`src/rtl/cpu_imm_pkg.sv`:
```
// rtl/cpu_imm_pkg.sv - shared types and constants for the immediate-operand sequencer
// Purpose : operand mode and sequencer state enums, datapath widths, mode legality helper.
// Ports   : none (package).
// Macro   : IMM_LUI_EN makes mode 2'b11 (LUI8) legal; undefined it is rejected with imm_err.
package cpu_imm_pkg;

  localparam int IMM_W  = 16;
  localparam int BYTE_W = 8;

`ifdef IMM_LUI_EN
  localparam bit LUI_EN = 1'b1;
`else
  localparam bit LUI_EN = 1'b0;
`endif

  typedef enum logic [1:0] {
    SEXT8 = 2'b00,
    ZEXT8 = 2'b01,
    IMM16 = 2'b10,
    LUI8  = 2'b11
  } imm_mode_t;

  typedef enum logic [1:0] {
    S_IDLE  = 2'b00,
    S_BYTE0 = 2'b01,
    S_BYTE1 = 2'b10,
    S_OUT   = 2'b11
  } seq_state_t;

  function automatic logic mode_is_legal(input imm_mode_t m);
    return (m != LUI8) || LUI_EN;
  endfunction

endpackage

```
`src/rtl/imm_extend_unit.sv`:
```
// rtl/imm_extend_unit.sv - combinational 8->16 extension / 16-bit assembly of immediate bytes
// Purpose : turns the operand mode and up to two instruction bytes into the 16-bit immediate.
// Ports   : i_mode   operand mode
//           i_b0     first instruction byte
//           i_b1     second instruction byte (IMM16 only)
//           o_result 16-bit immediate
// Macro   : IMM_LUI_EN adds the LUI8 case; otherwise mode 2'b11 yields zero.
module imm_extend_unit
  import cpu_imm_pkg::*;
#(
  parameter int LITTLE_END = 1
) (
  input  imm_mode_t          i_mode,
  input  logic [BYTE_W-1:0]  i_b0,
  input  logic [BYTE_W-1:0]  i_b1,
  output logic [IMM_W-1:0]   o_result
);

  always_comb begin
    o_result = '0;
    case (i_mode)
      SEXT8:   o_result = {{BYTE_W{i_b0[BYTE_W-1]}}, i_b0};
      ZEXT8:   o_result = {{BYTE_W{1'b0}}, i_b0};
      IMM16:   o_result = (LITTLE_END != 0) ? {i_b1, i_b0} : {i_b0, i_b1};
`ifdef IMM_LUI_EN
      LUI8:    o_result = {i_b0, {BYTE_W{1'b0}}};
`endif
      default: o_result = '0;
    endcase
  end

endmodule

```
`src/rtl/imm_operand_sequencer.sv`:
```
// rtl/imm_operand_sequencer.sv - immediate-operand fetch sequencer for the decode stage
// Purpose : accepts one operand request, pulls 1 or 2 bytes from the instruction byte
//           stream and presents one registered 16-bit immediate to the operand mux.
// Ports   : clk, rst_n                         clock / async active-low reset
//           req_valid, req_ready, req_mode     operand request handshake
//           byte_valid, byte_ready, byte_data  instruction byte stream
//           imm_valid, imm_ready, imm_data     immediate result handshake
//           imm_err                            result is an abort (illegal mode / timeout)
//           busy                               sequencer not idle
// Macro   : IMM_LUI_EN enables mode 2'b11 (LUI8); undefined it is an illegal mode.
module imm_operand_sequencer
  import cpu_imm_pkg::*;
#(
  parameter int LITTLE_END  = 1,
  parameter int TIMEOUT_CYC = 64
) (
  input  logic              clk,
  input  logic              rst_n,
  input  logic              req_valid,
  output logic              req_ready,
  input  logic [1:0]        req_mode,
  input  logic              byte_valid,
  output logic              byte_ready,
  input  logic [BYTE_W-1:0] byte_data,
  output logic              imm_valid,
  input  logic              imm_ready,
  output logic [IMM_W-1:0]  imm_data,
  output logic              imm_err,
  output logic              busy
);

  // Counter only needs to reach TIMEOUT_CYC-1: the final stall cycle triggers the abort.
  localparam int WD_W = (TIMEOUT_CYC > 1) ? $clog2(TIMEOUT_CYC) : 1;

  seq_state_t         r_state;
  imm_mode_t          r_mode;
  logic [BYTE_W-1:0]  r_b0;
  logic [WD_W-1:0]    r_wd;
  logic               r_req_ready;
  logic               r_byte_ready;
  logic               r_imm_valid;
  logic [IMM_W-1:0]   r_imm_data;
  logic               r_imm_err;
  logic               r_busy;

  imm_mode_t          w_req_mode;
  logic [BYTE_W-1:0]  w_b0;
  logic [IMM_W-1:0]   w_ext;
  logic               w_timeout;

  assign w_req_mode = imm_mode_t'(req_mode);
  // In BYTE0 the byte on the bus is b0 itself; in BYTE1 it is b1 and b0 is already captured.
  assign w_b0       = (r_state == S_BYTE0) ? byte_data : r_b0;
  assign w_timeout  = (TIMEOUT_CYC != 0) && (r_wd == WD_W'(TIMEOUT_CYC - 1));

  imm_extend_unit #(
    .LITTLE_END (LITTLE_END)
  ) u_extend (
    .i_mode   (r_mode),
    .i_b0     (w_b0),
    .i_b1     (byte_data),
    .o_result (w_ext)
  );

  // Handshake outputs are registered alongside the state so they follow it exactly;
  // req_ready stays low during reset and rises on the first clock after release.
  always_ff @(posedge clk or negedge rst_n) begin
    if (!rst_n) begin
      r_state      <= S_IDLE;
      r_mode       <= SEXT8;
      r_b0         <= '0;
      r_wd         <= '0;
      r_req_ready  <= 1'b0;
      r_byte_ready <= 1'b0;
      r_imm_valid  <= 1'b0;
      r_imm_data   <= '0;
      r_imm_err    <= 1'b0;
      r_busy       <= 1'b0;
    end else begin
      case (r_state)
        S_IDLE: begin
          r_req_ready <= 1'b1;
          if (req_valid && r_req_ready) begin
            r_mode      <= w_req_mode;
            r_b0        <= '0;
            r_wd        <= '0;
            r_req_ready <= 1'b0;
            r_busy      <= 1'b1;
            if (mode_is_legal(w_req_mode)) begin
              r_state      <= S_BYTE0;
              r_byte_ready <= 1'b1;
            end else begin
              r_state     <= S_OUT;
              r_imm_valid <= 1'b1;
              r_imm_data  <= '0;
              r_imm_err   <= 1'b1;
            end
          end
        end
        S_BYTE0, S_BYTE1: begin
          if (byte_valid) begin
            r_wd <= '0;
            if (r_state == S_BYTE0) begin
              r_b0 <= byte_data;
            end
            if ((r_state == S_BYTE0) && (r_mode == IMM16)) begin
              r_state <= S_BYTE1;
            end else begin
              r_state      <= S_OUT;
              r_byte_ready <= 1'b0;
              r_imm_valid  <= 1'b1;
              r_imm_data   <= w_ext;
              r_imm_err    <= 1'b0;
            end
          end else if (w_timeout) begin
            r_state      <= S_OUT;
            r_byte_ready <= 1'b0;
            r_imm_valid  <= 1'b1;
            r_imm_data   <= '0;
            r_imm_err    <= 1'b1;
            r_b0         <= '0;
          end else begin
            r_wd <= r_wd + WD_W'(1);
          end
        end
        S_OUT: begin
          if (imm_ready) begin
            r_state     <= S_IDLE;
            r_imm_valid <= 1'b0;
            r_imm_data  <= '0;
            r_imm_err   <= 1'b0;
            r_req_ready <= 1'b1;
            r_busy      <= 1'b0;
          end
        end
        default: begin
          r_state      <= S_IDLE;
          r_byte_ready <= 1'b0;
          r_imm_valid  <= 1'b0;
          r_req_ready  <= 1'b1;
          r_busy       <= 1'b0;
        end
      endcase
    end
  end

  assign req_ready  = r_req_ready;
  assign byte_ready = r_byte_ready;
  assign imm_valid  = r_imm_valid;
  assign imm_data   = r_imm_data;
  assign imm_err    = r_imm_err;
  assign busy       = r_busy;

endmodule

```
`config.mk`:
```
export PLATFORM = sky130hd
export DESIGN_NAME = imm_operand_sequencer
export DESIGN_NICKNAME = d
export VERILOG_FILES = /design/src/rtl/cpu_imm_pkg.sv /design/src/rtl/imm_extend_unit.sv /design/src/rtl/imm_operand_sequencer.sv
export SDC_FILE = /design/constraint.sdc
export NUM_CORES = 1
export LEC_CHECK = 0
export BUFFER_PORTS_ARGS = -buffer_cell sky130_fd_sc_hd__buf_2
export CORE_ASPECT_RATIO = 1.2
export CORE_MARGIN = 5
export CORE_UTILIZATION = 50
export DETAILED_ROUTE_END_ITERATION = 12
export PLACE_DENSITY = 0.75
export SETUP_SLACK_MARGIN = 0.4
export SYNTH_ARGS = -nofsm -noshare
export SYNTH_HDL_FRONTEND = slang
export SYNTH_SLANG_ARGS = --single-unit
```
`constraint.sdc`:
```
create_clock -name clk -period 2 [get_ports clk]
set_clock_uncertainty 0.1 [all_clocks]
set_input_delay 0.4 -clock clk [delete_from_list [all_inputs] [get_ports clk]]
set_output_delay 0.4 -clock clk [all_outputs]
set_load 0.03 [all_outputs]
```
==> out/qor.yml <==
status:
  status: "complete, but fails checks"
  violations: "negative setup slack"
min_path:
  hold_path_startpoint: "req_mode[1]"
  min_to: "r_mode[1]"
  whs_path_depth: 2
  hold_path_class: "in -> reg"
logic_synthesis:
  yosys_warnings: 0
  synth_top_area_cell: "dfrtp_1"
  synthSimpleGateAreaFrac_pct: 14.35
  synth_fa_ha_area_share_pct: 2.413
  synth_area_per_cell_um2: 11.03
  synthMuxAreaShare_pct: 16.22
  synth-edff-count: 0
  synth_cell_types: 42
  synth_compound_area_share_pct: 16.65
  ys.flop_type: "dfrtp_1"
  synth_seq_area_share_pct: 47.04
  async_flop_share_pct: 100.0
  synthesis.area_um2: 2074
  synth-xor-area-share_pct: 0
  yosysTopAreaCellShare_pct: 47.04
  netlist_instances: 188
  yosys_register_bits: 39
  netlist_top_cells_area: "dfrtp_1 47%, mux2_4 6.5%, mux2_2 4.9%, mux2i_1 4.8%, nand2_1 4.3%"
  synth_nets: 207
  synth_top_family_by_area: "compound AO/OA/AOI/OAI gates"
worst_setup_path:
  worstReg2RegStart: "r_state[1]"
  reg2regPathDepth: 7
  critPathArrivalTime_ps: 2170
  rr_endpoint: "byte_ready"
  criticalPathCategory: "reg -> reg"
  critPathRequiredTime_ps: 2090
  start_kind: "flip-flop"
  ff2ff_setup_slack_ps: -80
  critPathMaxFanout: 8
  endpoint_kind: "flip-flop"
global_routing:
  grt_usage_pct: 22.81
  antenna_found_initial: 0
  grt_pass1_vias: 1913
  grt_max_degree: 24
  grt_pass1_wl_mm: 9.308
  gr-total-overflow: 0
pwr:
  vdd_ir_drop_max_mv: 0.9895
  p_per_area_nw_per_um2: 2071
  swShare_pct: 45.28
  power_switching_mw: 2.940
  pwr-share-comb_pct: 68.9
  clkPwrFrac_pct: 10.4
  p_leak_nw: 1.558
  p_seq_share_pct: 20.7
  p_int_mw: 3.553
sta:
  final.period_utilization_pct: 104.2
  setup_tns_ps: -120.9
  rsz0062_at_grt: "yes"
  period_needed_ps: 2083
  hold_viol: 0
  drv_slew: 0
  slew_headroom_pct: 66.60
  worstMarginPinSlew_ps: 501.1
  finalSetupViolCount: 2
  fin_ws_ps: -83.01
  max_freq_mhz: 480.1
floorplanning:
  initial_utilization_pct: 52.22
  die_w_um: 68.80
  coreArea_um2: 3973
  io-pin-count: 36
  dieArea_um2: 5543
  fp-row-count: 25
  die-height_um: 80.56
layout:
  syn_to_final_growth_pct: 51.15
  nets: 285
  drive_gt1_share_pct: 56.55
  antenna_cells: 0
  final_cell_area_um2: 3136
  final_common_cell: "dfrtp_1"
  final_cell_mix: "39 x dfrtp_1, 35 x buf_2, 25 x buf_4, 23 x nand2_1, 16 x mux2_4"
routing:
  dr.pass1.iters: 4
  drt.antenna.violating_nets: 0
  wl_per_cell_um: 21.92
  drt_drc_violations_left: 0
  avgViaCountPerCell: 6.221
  via_count: 1997
  dr.first_iter.drc_count: 198
  totalWireLength_mm: 7.036
clock_tree:
  clkLatencyLatePin_ps: 300
  cts_tree: "done"
  path_clk_slew_ps: 80
  htreeDepth: 2
  cts.sinks: 39
  cts_max_path_buffers: 2
  cts_root_buf: "clkbuf_8"
  numCtsBuffers: 5
placement:
  gp_congestion: 0.8578
  hpwl_mm: 3.323
  port_buffers: 35
  placed_cell_area_um2: 2445
job:
  cap_violations: 0
[kinds of logic after synthesis]
family,after synthesis
buffers and inverters,15
DFF,39
and+or+nand+nor,56
adders and majority gates,4
AOI/OAI and AO/OA,46
muxes,28
[power groups by stage]
stage	sequential, mW	combinational, mW	clock [mW]
detailed placement	1.30	2.66	0
CTS	1.30	3.78	0.672
finish	1.35	4.48	0.672
global placement	1.29	2.62	0
floorplan	1.60	1.77	0
global route	1.37	4.67	0.715
[state kept, by name, summed over array words and instances (netlist names)]
| signal | count |
|---|---|
| imm_valid | 1 |
| imm_data | 16 |
| byte_ready | 1 |
| r_state | 2 |
| r_mode | 2 |
| r_wd | 6 |
| r_b0 | 8 |
| busy | 1 |
| req_ready | 1 |
| imm_err | 1 |
[cell usage after synthesis (3+ instances only)]
master and count:
a21oi_1 6, mux2_4 9, nor3_1 11, ha_1 4
nand2_1 24, o41ai_1 8, dfrtp_1 39, mux2_2 9
nand3_1 4, a41oi_1 4, o21ai_0 13, mux2i_1 10
clkbuf_1 3, nor2_1 3, buf_2 4, inv_1 5
[critical path: stages (launching register included)]
cell and delay (ps):
dfrtp_1 410, inv_2 100, ha_4 220, and4b_1 220, buf_4 190, a21boi_0 350
nand3_1 160, a32o_1 230
[layer usage]
metal | vias up | routed length, um | GRT usage (%) | part of all wire, %
li1 | 861 | - | - | -
met1 | 992 | 2680 | 26.35 | 38
met2 | 109 | 3574 | 38.97 | 51
met3 | 35 | 483 | 5.874 | 6.9
met4 | 0 | 298 | 9.552 | 4.2
met5 | - | 0 | 0 | 0
[how the worst max path moves through the flow]
stage	startpoint	end	slack (ps)
3_3_place_gp	r_state[0]	imm_data[2]	110
3_5_place_dp	r_state[0]	imm_data[5]	60
4_1_cts	r_state[0]	imm_data[13]	90
6_report	r_state[1]	byte_ready	-80
2_1_floorplan	r_state[0]	imm_data[10]	70
5_1_grt	r_state[1]	byte_ready	-120
[through the flow]
stage	std cells	power (mW)	hold WS [ps]	util [%]	setup slack (ps)
3_5_place_dp	282	3.959	292.7	61.54	61.72
2_1_floorplan	188	3.367	4.409	-	70.76
3_3_place_gp	282	3.909	288.9	61.54	109.8
6_report	321	6.493	274.6	78.93	-83.01
4_1_cts	312	5.747	270.8	73.86	87.79
5_1_grt	321	6.760	279.9	78.93	-124.3
[layout make-up]
class | instances | area [um2]
clock buffer | 5 | 68.82
clock inverter | 3 | 43.79
fill | 223 | 837.1
inverter | 6 | 22.52
multi-input combinational | 139 | 1363
sequential | 39 | 975.9
tap | 54 | 67.56
timing repair buffer | 75 | 594.3
[repair_timing]
item | in CTS | in global routing
hold endpoints to repair | 21 | 0
pin swaps | 10 | 7
cloned | 7 | 2
hold buffers | 1 | 0
endpoints found under the setup margin | 34 | 35
gates resized for setup | 42 | 23
setup buffers | 14 | 7
Note: power is estimated with default switching activity, not from simulation.
